[config.mk]
export PLATFORM = sky130hd
export DESIGN_NAME = pot_smoother
export DESIGN_NICKNAME = d
export VERILOG_FILES = /design/src/rtl/pot_smoother.sv
export SDC_FILE = /design/constraint.sdc
export NUM_CORES = 1
export LEC_CHECK = 0
export ABC_AREA = 1
export CAP_MARGIN = 20
export CORE_UTILIZATION = 58
export DETAILED_ROUTE_END_ITERATION = 7
export PLACE_DENSITY = 0.8
export SLEW_MARGIN = 20
export SYNTH_ARGS = -nofsm -noshare
export SYNTH_HDL_FRONTEND = slang
export SYNTH_SLANG_ARGS = --single-unit
[constraint.sdc]
create_clock -name clk -period 4 [get_ports clk]
set_clock_uncertainty 0.1 [all_clocks]
set_input_delay 1.2 -clock clk [delete_from_list [all_inputs] [get_ports clk]]
set_output_delay 1.2 -clock clk [all_outputs]
set_load 0.01 [all_outputs]
[src/rtl/pot_smoother.sv]
`default_nettype none
// ============================================================================
//  Module   : pot_smoother
//  Purpose  : Box-car average of the sampled pot reading with a hysteresis
//             dead-band and end-stop snap; publishes a stable 7-bit level.
//  Revision : 1.0
// ============================================================================
module pot_smoother #(
   parameter int SAMPLE_DIV = 1000,
   parameter int AVG_LOG2   = 4,
   parameter int HYST       = 2
) (
   input  logic       clk,
   input  logic       reset,
   input  logic       enable,
   input  logic [6:0] pot_in,
   output logic [6:0] pot_level,
   output logic       level_valid,
   output logic       level_changed,
   output logic [6:0] avg_raw
);

   localparam int c_DIV_W = $clog2(SAMPLE_DIV);
   localparam int c_ACC_W = 7 + AVG_LOG2;
   localparam int c_CNT_W = AVG_LOG2 + 1;
   localparam logic [c_DIV_W-1:0] c_DIV_MAX = c_DIV_W'(SAMPLE_DIV - 1);
   localparam logic [c_CNT_W-1:0] c_LAST    = c_CNT_W'((1 << AVG_LOG2) - 1);
   localparam logic [7:0]         c_HYST    = 8'(HYST);

   localparam logic [1:0] c_IDLE   = 2'd0;
   localparam logic [1:0] c_ACCUM  = 2'd1;
   localparam logic [1:0] c_UPDATE = 2'd2;

   logic [1:0]         r_state;
   logic [1:0]         w_state_next;
   logic [c_DIV_W-1:0] r_div;
   logic [c_ACC_W-1:0] r_acc;
   logic [c_CNT_W-1:0] r_count;
   logic [6:0]         r_pot_level;
   logic               r_level_valid;
   logic               r_level_changed;
   logic [6:0]         r_avg_raw;

   logic               w_tick;
   logic               w_div_run;
   logic               w_sample;
   logic               w_update;
   logic               w_flush;
   logic               w_publish;
   logic [6:0]         w_avg;
   logic [7:0]         w_diff;

   assign w_tick = (r_div == c_DIV_MAX);
   assign w_avg  = r_acc[c_ACC_W-1:AVG_LOG2];

   // Magnitude of avg - level, widened so the subtraction cannot wrap.
   always_comb begin
      w_diff = 8'd0;
      if (w_avg >= r_pot_level) begin
         w_diff = {1'b0, w_avg} - {1'b0, r_pot_level};
      end else begin
         w_diff = {1'b0, r_pot_level} - {1'b0, w_avg};
      end
   end

   // State register
   always_ff @(posedge clk or posedge reset) begin
      if (reset) begin
         r_state <= c_IDLE;
      end else begin
         r_state <= w_state_next;
      end
   end

   // Next-state logic
   always_comb begin
      w_state_next = r_state;
      if (!enable) begin
         w_state_next = c_IDLE;
      end else begin
         case (r_state)
            c_IDLE:   w_state_next = c_ACCUM;
            c_ACCUM:  if (w_tick && (r_count == c_LAST)) w_state_next = c_UPDATE;
            c_UPDATE: w_state_next = c_ACCUM;
            default:  w_state_next = c_IDLE;
         endcase
      end
   end

   // Output/control decode
   always_comb begin
      w_div_run = 1'b0;
      w_sample  = 1'b0;
      w_update  = 1'b0;
      w_flush   = 1'b1;
      if (enable) begin
         case (r_state)
            c_ACCUM: begin
               w_div_run = 1'b1;
               w_sample  = w_tick;
               w_flush   = 1'b0;
            end
            c_UPDATE: begin
               w_div_run = 1'b1;
               w_update  = 1'b1;
            end
            default: ;
         endcase
      end
   end

   // End-stop snap lets 0 and 127 be reached even inside the dead-band.
   assign w_publish = w_update &&
                      (!r_level_valid || (w_diff > c_HYST) ||
                       (((w_avg == 7'd0) || (w_avg == 7'd127)) && (w_avg != r_pot_level)));

   always_ff @(posedge clk or posedge reset) begin
      if (reset) begin
         r_div           <= '0;
         r_acc           <= '0;
         r_count         <= '0;
         r_pot_level     <= 7'd0;
         r_level_valid   <= 1'b0;
         r_level_changed <= 1'b0;
         r_avg_raw       <= 7'd0;
      end else begin
         if (!w_div_run || w_tick) begin
            r_div <= '0;
         end else begin
            r_div <= r_div + 1'b1;
         end

         if (w_flush) begin
            r_acc   <= '0;
            r_count <= '0;
         end else if (w_sample) begin
            r_acc   <= r_acc + {{AVG_LOG2{1'b0}}, pot_in};
            r_count <= r_count + 1'b1;
         end

         r_level_changed <= w_publish;
         if (w_update) begin
            r_avg_raw <= w_avg;
         end
         if (w_publish) begin
            r_pot_level   <= w_avg;
            r_level_valid <= 1'b1;
         end
      end
   end

   assign pot_level     = r_pot_level;
   assign level_valid   = r_level_valid;
   assign level_changed = r_level_changed;
   assign avg_raw       = r_avg_raw;

endmodule
`default_nettype wire

==> flow_metrics.py <==
metrics = {
    "global_route": {
        "grt_max_degree": 31,
        "overflow": 0,
        "grt_usage_pct": 25.7,
        "antenna_found_initial": 0,
        "grt_pass1_vias": 2418,
        "grt_pass1_wl_um": 10600,
    },
    "sta": {
        "maxSlewHeadroom_pct": 58.4,
        "slew_violations": 0,
        "setup_violations": 0,
        "tns_ps": 0,
        "worst_pin_slew_ps": 622,
        "rsz0062_at_grt": "no",
        "layout_min_cycle_time_ps": 2990,
        "fmax_mhz": 335,
        "hold_viol_final": 0,
        "finalCritPeriodShare_pct": 74.7,
    },
    "clocking": {
        "postCtsSetupRepairBufs": 0,
        "cts_htree_levels": 2,
        "clk_latency_ps": 290,
        "cts_root_buf": "clkbuf_8",
        "hold_buffers": 0,
        "cts_tree": "done",
        "clock-sinks": 44,
        "clockBufferDepth": 2,
        "ctsResizeCount": 0,
        "numCtsBuffers": 5,
        "path_clk_slew_ps": 80,
    },
    "layout": {
        "fillCellCount": 409,
        "final_common_cell": "nand2_1",
        "layout.nets": 453,
        "mostFrequentLayoutCells": "nand2_1 (97), inv_1 (53), dfrtp_1 (44)",
        "n_antenna_cell": 0,
        "postLayoutCoreUtil_pct": 69.6,
        "layout-drive-gt1-share_pct": 6.04,
        "syn2layout_area_growth_pct": 13.4,
    },
    "job": {
        "cap_violations": 0,
    },
    "routing": {
        "wl_per_cell_um": 13.0,
        "drt-total-wl_um": 6240,
        "ant_nets": 0,
        "firstDrtPassIters": 4,
        "dr.first_iter.drc_count": 127,
        "drc": 0,
        "viasPerCell": 5.31,
        "via_count": 2552,
    },
    "yosys": {
        "ys_seq_area_share_pct": 37.5,
        "synth_area_per_cell_um2": 7.62,
        "synth_cells": 385,
        "synth-async-reset-ratio_pct": 100,
        "synth.cell_area_um2": 2940,
        "ys_warn_count": 0,
        "synth_edf_count": 0,
        "synth_cell_types": 36,
        "synth_nets": 424,
        "ys_ff_latch": 44,
        "synth_ff_type": "dfrtp_1",
    },
    "worst_setup_path": {
        "critical_path.max_stage_delay_ps": 420,
        "end_kind": "flip-flop",
        "cp_cell_sequence": "clkdlybuf4s50_1 -> ha_1 -> fa_1 -> nand3_1 -> nand3_1 -> nand2_1 -> nand2_1 -> a21oi_1 -> inv_1 -> o21ai_0 -> o21ai_0",
        "cp_data_arrival_time_ps": 3060,
        "cp_num_buf_inv": 2,
        "critical_path.top_delay_family": "adder cells",
        "path_class": "primary input to flip-flop",
        "cp_slowest_cell": "fa_1",
        "path_max_fanout": 3,
        "worstSetupStartpointType": "primary input",
        "critPathRequiredTime_ps": 4070,
    },
    "place": {
        "port_buffers": 25,
        "gp_congestion": 0.860,
        "dp_hpwl_um": 4860,
    },
    "pwr": {
        "irDropWorstVdd_mv": 0.211,
        "leakage_uw": 0.00163,
        "pwr_density_cell_nw_per_um2": 229,
    },
    "floorplanning": {
        "boundaryPins": 26,
        "core_area_um2": 4790,
        "floorplan.initialDensity_pct": 61.3,
        "dieArea_um2": 5350,
        "chipWidth_um": 73.1,
        "die_y_um": 73.1,
        "rows": 25,
    },
    "status": {
        "status": "finished clean",
    },
    "hold_path": {
        "hold_class": "flip-flop to flip-flop",
    },
}
-- path summary, 6_finish.rpt --
check / slack, ps / cells after the start / start / to
setup / recovery: 1010 / 11 / pot_in[0] / r_acc[6]
hold / removal: 370 / 1 / r_div[0] / r_div[0]
setup reg to reg: 1540 / 17 / r_acc[4] / pot_level[1]
hold reg to reg: 370 / 1 / r_div[0] / r_div[0]
max in group asynchronous: 1950 / 3 / reset / r_acc[2]
min in group asynchronous: 1200 / 2 / reset / avg_raw[3]
-- metrics by stage --
stage / setup slack [ps] / power, µW / cell area (µm²) / cells / hold slack (ps)
2_1_floorplan: 1310 / 488 / 2940 / 385 / 325
3_3_place_gp: 809 / 507 / 3250 / 474 / 351
3_5_place_dp: 729 / 508 / 3250 / 474 / 359
4_1_cts: 1030 / 767 / 3330 / 481 / 370
5_1_grt: 920 / 791 / 3330 / 481 / 378
6_report: 1010 / 762 / 3330 / 481 / 366
-- layer usage --
metal,track usage (%),part of all wire (%),up-vias
met3,3.87,2.4,8
met5,0,0,-
met1,32.6,45,1197
met2,45.7,51,39
met4,6.75,1.2,0
li1,-,-,1308
-- flip-flops by register name (all words and copies together) (netlist names) --
register and cells:
r_acc 11, r_div 10, avg_raw 7, pot_level 7, r_count 5, r_state 2
level_changed 1, level_valid 1
-- cells in the mapped netlist, types with 7 or more instances --
library cell / n / area, µm²
nor3_1: 8 / 40.0
a21oi_1: 25 / 125
nor2_1: 32 / 120
nand2_2: 7 / 43.8
nand3_1: 36 / 180
nand2_1: 97 / 364
ha_1: 26 / 325
inv_1: 54 / 203
dfrtp_1: 44 / 1100
o21ai_0: 18 / 90.1
-- logic make-up (layout without fill, tap and decap cells) --
group | Yosys count | after routing | synth area share (%)
DFF | 44 | 44 | 37.5
and+or+nand+nor | 193 | 193 | 29.5
AOI/OAI and AO/OA | 55 | 55 | 10.6
xor gates and xnor gates | 4 | 4 | 1.19
adders and majority gates | 29 | 29 | 13.1
buffers and inverters | 60 | 89 | 8.01
-- cell type report --
cell class,count,area [µm²],share of cell area [%]
clock inverter,1,5.00,0.150
multi-input combinational,281,1600,48.0
timing repair buffer,26,258,7.74
tap,67,83.8,2.52
clock buffer,6,72.6,2.18
inverter,56,210,6.31
sequential,44,1100,33.1
-- power breakdown --
group	total, µW	leakage [µW]	internal, µW	switching (µW)
combinational	49.8	0.000984	17.7	32.1
sequential	449	0.000608	447	1.77
clock	263	0.0000410	119	144
No activity file was read; power rests on OpenSTA's default activity.
